## src/rtl/ff_inv.sv

```systemverilog
// GF(P) inverter: a^(P-2) mod P by left-to-right square-and-multiply over an external multiplier.
// Optional zero-input short-circuit enabled by defining FF_INV_ZERO_FLAG_EN.
module ff_inv #(
  parameter int             W = 255,
  parameter logic [W-1:0]   P = {W{1'b1}} - W'(18)
) (
  input  logic         clk,
  input  logic         rst_n,
  input  logic         start,
  input  logic [W-1:0] a,
  output logic [W-1:0] result,
  output logic         done,
  output logic         busy,
  output logic         zero_err,
  output logic         mul_start,
  output logic [W-1:0] mul_a,
  output logic [W-1:0] mul_b,
  input  logic [W-1:0] mul_result,
  input  logic         mul_valid
);

`ifdef FF_INV_ZERO_FLAG_EN
  localparam bit ZERO_FLAG_EN = 1'b1;
`else
  localparam bit ZERO_FLAG_EN = 1'b0;
`endif

  localparam logic [W-1:0] E = P - W'(2);

  typedef enum logic [2:0] {
    S_IDLE,
    S_SQR,
    S_SQR_W,
    S_MUL,
    S_MUL_W,
    S_DONE
  } state_t;

  state_t       state_q, state_d;
  logic [W-1:0] base_q, base_d;
  logic [W-1:0] acc_q, acc_d;
  logic [7:0]   idx_q, idx_d;
  logic [W-1:0] result_q, result_d;
  logic         zero_err_q, zero_err_d;

  always_ff @(posedge clk or negedge rst_n) begin
    if (!rst_n) begin
      state_q    <= S_IDLE;
      base_q     <= '0;
      acc_q      <= '0;
      idx_q      <= '0;
      result_q   <= '0;
      zero_err_q <= 1'b0;
    end else begin
      state_q    <= state_d;
      base_q     <= base_d;
      acc_q      <= acc_d;
      idx_q      <= idx_d;
      result_q   <= result_d;
      zero_err_q <= zero_err_d;
    end
  end

  always_comb begin
    state_d    = state_q;
    base_d     = base_q;
    acc_d      = acc_q;
    idx_d      = idx_q;
    result_d   = result_q;
    zero_err_d = zero_err_q;

    case (state_q)
      S_IDLE: begin
        if (start) begin
          // The exponent MSB is always 1, so the first step is just acc = a.
          base_d     = a;
          acc_d      = a;
          idx_d      = 8'(W - 2);
          zero_err_d = 1'b0;
          state_d    = S_SQR;
          if (ZERO_FLAG_EN && ((a == '0) || (a == P))) begin
            acc_d      = '0;
            zero_err_d = 1'b1;
            state_d    = S_DONE;
          end
        end
      end
      S_SQR: state_d = S_SQR_W;
      S_SQR_W: begin
        if (mul_valid) begin
          acc_d = mul_result;
          if (E[idx_q]) begin
            state_d = S_MUL;
          end else if (idx_q == 8'd0) begin
            state_d = S_DONE;
          end else begin
            idx_d   = idx_q - 8'd1;
            state_d = S_SQR;
          end
        end
      end
      S_MUL: state_d = S_MUL_W;
      S_MUL_W: begin
        if (mul_valid) begin
          acc_d = mul_result;
          if (idx_q == 8'd0) begin
            state_d = S_DONE;
          end else begin
            idx_d   = idx_q - 8'd1;
            state_d = S_SQR;
          end
        end
      end
      S_DONE:  state_d = S_IDLE;
      default: state_d = S_IDLE;
    endcase

    // Capture on entry to DONE so result is already valid while done is high.
    if ((state_d == S_DONE) && (state_q != S_DONE)) begin
      result_d = acc_d;
    end
  end

  always_comb begin
    mul_start = (state_q == S_SQR) || (state_q == S_MUL);
    busy      = (state_q != S_IDLE);
    done      = (state_q == S_DONE);
    result    = result_q;
    zero_err  = zero_err_q;
    mul_a     = '0;
    mul_b     = '0;
    case (state_q)
      S_SQR, S_SQR_W: begin
        mul_a = acc_q;
        mul_b = acc_q;
      end
      S_MUL, S_MUL_W: begin
        mul_a = acc_q;
        mul_b = base_q;
      end
      default: begin
        mul_a = '0;
        mul_b = '0;
      end
    endcase
  end

endmodule
```

## config.mk

```make
export PLATFORM = sky130hd
export DESIGN_NAME = ff_inv
export DESIGN_NICKNAME = d
export VERILOG_FILES = /design/src/rtl/ff_inv.sv
export SDC_FILE = /design/constraint.sdc
export NUM_CORES = 1
export LEC_CHECK = 0
export ABC_AREA = 1
export BUFFER_PORTS_ARGS = -buffer_cell sky130_fd_sc_hd__buf_2
export CAP_MARGIN = 30
export CORE_AREA = 2 2 504 506
export DETAILED_ROUTE_END_ITERATION = 8
export DIE_AREA = 0 0 506 508
export PLACE_DENSITY_LB_ADDON = 0.05
export REMOVE_ABC_BUFFERS = 1
export SLEW_MARGIN = 40
export SYNTH_ARGS = -nofsm -noshare
export SYNTH_HDL_FRONTEND = slang
export SYNTH_SLANG_ARGS = --single-unit
```

## constraint.sdc

```tcl
create_clock -name clk -period 1.7 [get_ports clk]
set_input_delay 0 -clock clk [delete_from_list [all_inputs] [get_ports clk]]
set_output_delay 0 -clock clk [all_outputs]
set_load 0.01 [all_outputs]
```

==> metrics.md <==
| Metric | Value |
|---|---|
| FF+latch area | 19,400 µm² |
| CTS tree | built |
| Mean post-synth cell area | 6.60 µm² |
| IO Port Bufs | 1,281 |
| Post-DP HPWL | 194 mm |
| Final Total Pwr | 149 mW |
| Hold Crit Class | in2async |
| 1st-pass router iterations | 7 |
| GP Congestion | 0.833 |
| Max-slew violations | 0 |
| Final setup fails | 1,287 |
| Util after Layout | 28.8% |
| H-Tree Depth | 3 |
| Seq/Total Area, Yosys | 44.2% |
| Core area | 252,000 µm² |
| Vias in the first global route | 50,800 |
| Sw Ratio | 47.7% |
| Clock Latency Late Sink | 0.75 ns |
| Req. time, crit path | 1.70 ns |
| Startpoint types | register |
| Die area | 257,000 µm² |
| Setup TNS | -817.03 ns |
| Gr ovfl total | 0 |
| Endpoint class of the critical path | primary output |
| Area leader, netlist | dfrtp_1 |
| Worst Path Class, Setup | reg2out |
| Die X | 506 µm |
| Largest net degree at the start of global routing | 97 |
| Hold Vio Cnt, Final | 0 |
| VDD IR-drop max | 1.22 mV |
| Comb pwr share | 63.3% |
| Routed len/inst | 20.8 µm |
| List of most frequent post-synthesis cells | nand2_1 (2,070), inv_1 (1,289), nor2_1 (783), dfrtp_1 (776), o21ai_0 (767) |
| Total number of vias | 50,100 |
| GRT Util Overall | 19.1% |
| Largest cells by area after synthesis | dfrtp_1 (44%), nand2_1 (18%), inv_1 (11%) |
| Power Density | 2040 nW/µm² |
| Crit path DAT | 2.66 ns |
| Clock sink count | 776 |
| Unrepaired setup endpoints after global routing | yes |
| Cell area after synthesis | 44,000 µm² |
| Leak | 38.9 nW |
| Period minus WS final | 2.66 ns |
| Sequential share of power | 20.2% |
| Post-route ant nets | 0 |
| Area Overhead vs Synth | 65.6% |
| Most common cell in the netlist | nand2_1 |
| Num CTS Buffers | 111 |
| Fillcell total | 28,100 |
| Synth top area share | 44.2% |
| Synth Instances | 6,659 |
| Placed inst area | 58,400 µm² |
| First-pass GRT wire length | 363 mm |
| DR DRC count | 0 |
| Layout cells sized above 1 | 25.3% |
| Clock share of power | 16.5% |
| Initial antenna violation count | 13 |
| Standard-cell row count | 185 |
| Pint | 77.7 mW |
| Avg Vias per Cell | 4.02 |
| Final nets | 9,512 |
| Iteration-0 DRC Markers | 2,663 |
| Total Wirelength | 259 mm |
| Ys async rst share | 100% |
| Post-synth EDFFs | 0 |
| Final period util | 157% |
| Ys flop type | dfrtp_1 |
| Failing checks | setup timing |
| Critical path peak fanout | 25 |
| F_max | 376 MHz |
| Number of max-cap violations | 0 |
| Multi-input gate area | 19,000 µm² |
| Bufs on Longest Clock Path | 3 |
| Root Buffer Master | clkbuf_16 |
| Net Sw Power | 71.0 mW |
| Post-route setup slack | -0.962 ns |
| Design Area, Final | 72,800 µm² |
| Count of different cell masters after synthesis | 27 |
| Clk pin slew, worst setup/hold paths | 0.06 ns |
| Die Span Y | 508 µm |
| #FFs+latches synth | 776 |
| Top-Level Pins | 1,283 |
| Initial core utilization | 17.4% |
| Yosys warning total | 0 |
| Skew final | 0.0385 ns |
| Outcome | finished, violations left |
what timing repair did:
item / CTS / global route
pin swaps: 5 / 4
gates cloned: 8 / 17
hold buffers: 723 / 0
hold endpoints to repair: 1541 / 0
gates resized for setup: 157 / 322
setup buffers: 33 / 13
endpoints found under the setup margin: 1262 / 1288
placed cells by master, fill, tap and decap left out, drive strengths merged, types with 2 or more instances in the layout:
cell | netlist | final
clkbuf | 177 | 186
o22ai | 255 | 255
clkinvlp | 0 | 2
inv | 1293 | 1293
xor2 | 4 | 4
diode | 0 | 4
nand2 | 2072 | 2072
nand3 | 261 | 261
or2 | 2 | 2
clkinv | 0 | 22
nor3 | 4 | 4
dfrtp | 776 | 776
o21ai | 776 | 776
nor2 | 784 | 784
dlygate4sd3 | 0 | 722
buf | 247 | 1910
ha | 3 | 3
bufinv | 0 | 9
flip-flops by register name (all words and copies together) (netlist names):
signal,count
acc_q,255
base_q,255
result,255
idx_q,8
state_q,3
cell families (layout without fill, tap and decap cells):
logic type,count (synthesis),in the layout,share of synthesized area (%)
simple gates,3124,3124,27.5
other cells,1,5,0.00853
compound gates,1034,1034,12.5
buf+inv,1717,4144,15.7
flops,776,776,44.2
xor+xnor,4,4,0.0797
fa+ha+maj,3,3,0.0854
stage by stage:
step	setup WS, ns	hold slack [ns]	cells
after detailed placement	-0.564	0.00427	11500
after floorplan	-13.05	-0.296	6235
after CTS	-1.02	0.00202	12400
final	-0.962	0.0654	12500
after global placement	-0.611	-0.00282	11500
after global routing	-1.07	0.0555	12500
final cells by class:
cell class,instances,area share [%]
antenna,4,0.0138
clock buffer,172,4.56
clock inverter,32,0.660
inverter,1293,6.73
multi-input combinational,4166,26.2
sequential,776,26.7
tap,3366,5.79
timing repair buffer,2646,29.4
timing repair inverter,1,0.0275
routing by layer:
layer	global-route usage, %	share of wire (%)	routed length [µm]
met1	24.4	44	114000
met2	32.2	47	122000
met3	4.38	6.3	16400
met4	5.34	2.9	7530
met5	0	0.031	80
path summary, 6_finish.rpt:
kind | start | endpoint | slack [ns] | cells after the start
max | state_q[0] | mul_a[210] | -0.96 | 12
min | rst_n | acc_q[46] | 0.07 | 3
max in group asynchronous | rst_n | base_q[214] | 1.03 | 4
max reg2reg | state_q[0] | result[169] | -0.71 | 13
min reg2reg | idx_q[0] | idx_q[0] | 0.49 | 2
min in group clk | a[234] | base_q[234] | 0.09 | 4
critical path, cell delays in order, from the launching register on:
cell     delay (ns)
dfrtp_2        0.44
inv_2          0.10
buf_6          0.11
nor2_4         0.04
nand2_4        0.08
nand2_8        0.06
nor2_4         0.17
buf_12         0.15
buf_16         0.14
buf_12         0.16
buf_16         0.18
nor2_1         0.06
buf_2          0.15
power by group through the flow:
stage | Combinational [mW] | Sequential [mW] | Clock [mW]
global route | 103 | 31.0 | 26.3
finish | 94.1 | 30.0 | 24.6
CTS | 87.7 | 30.2 | 25.7
detailed placement | 80.3 | 30.4 | 0
floorplan | 21.2 | 29.0 | 0
global placement | 80.5 | 30.4 | 0
Power figures use the tool's default switching activity.
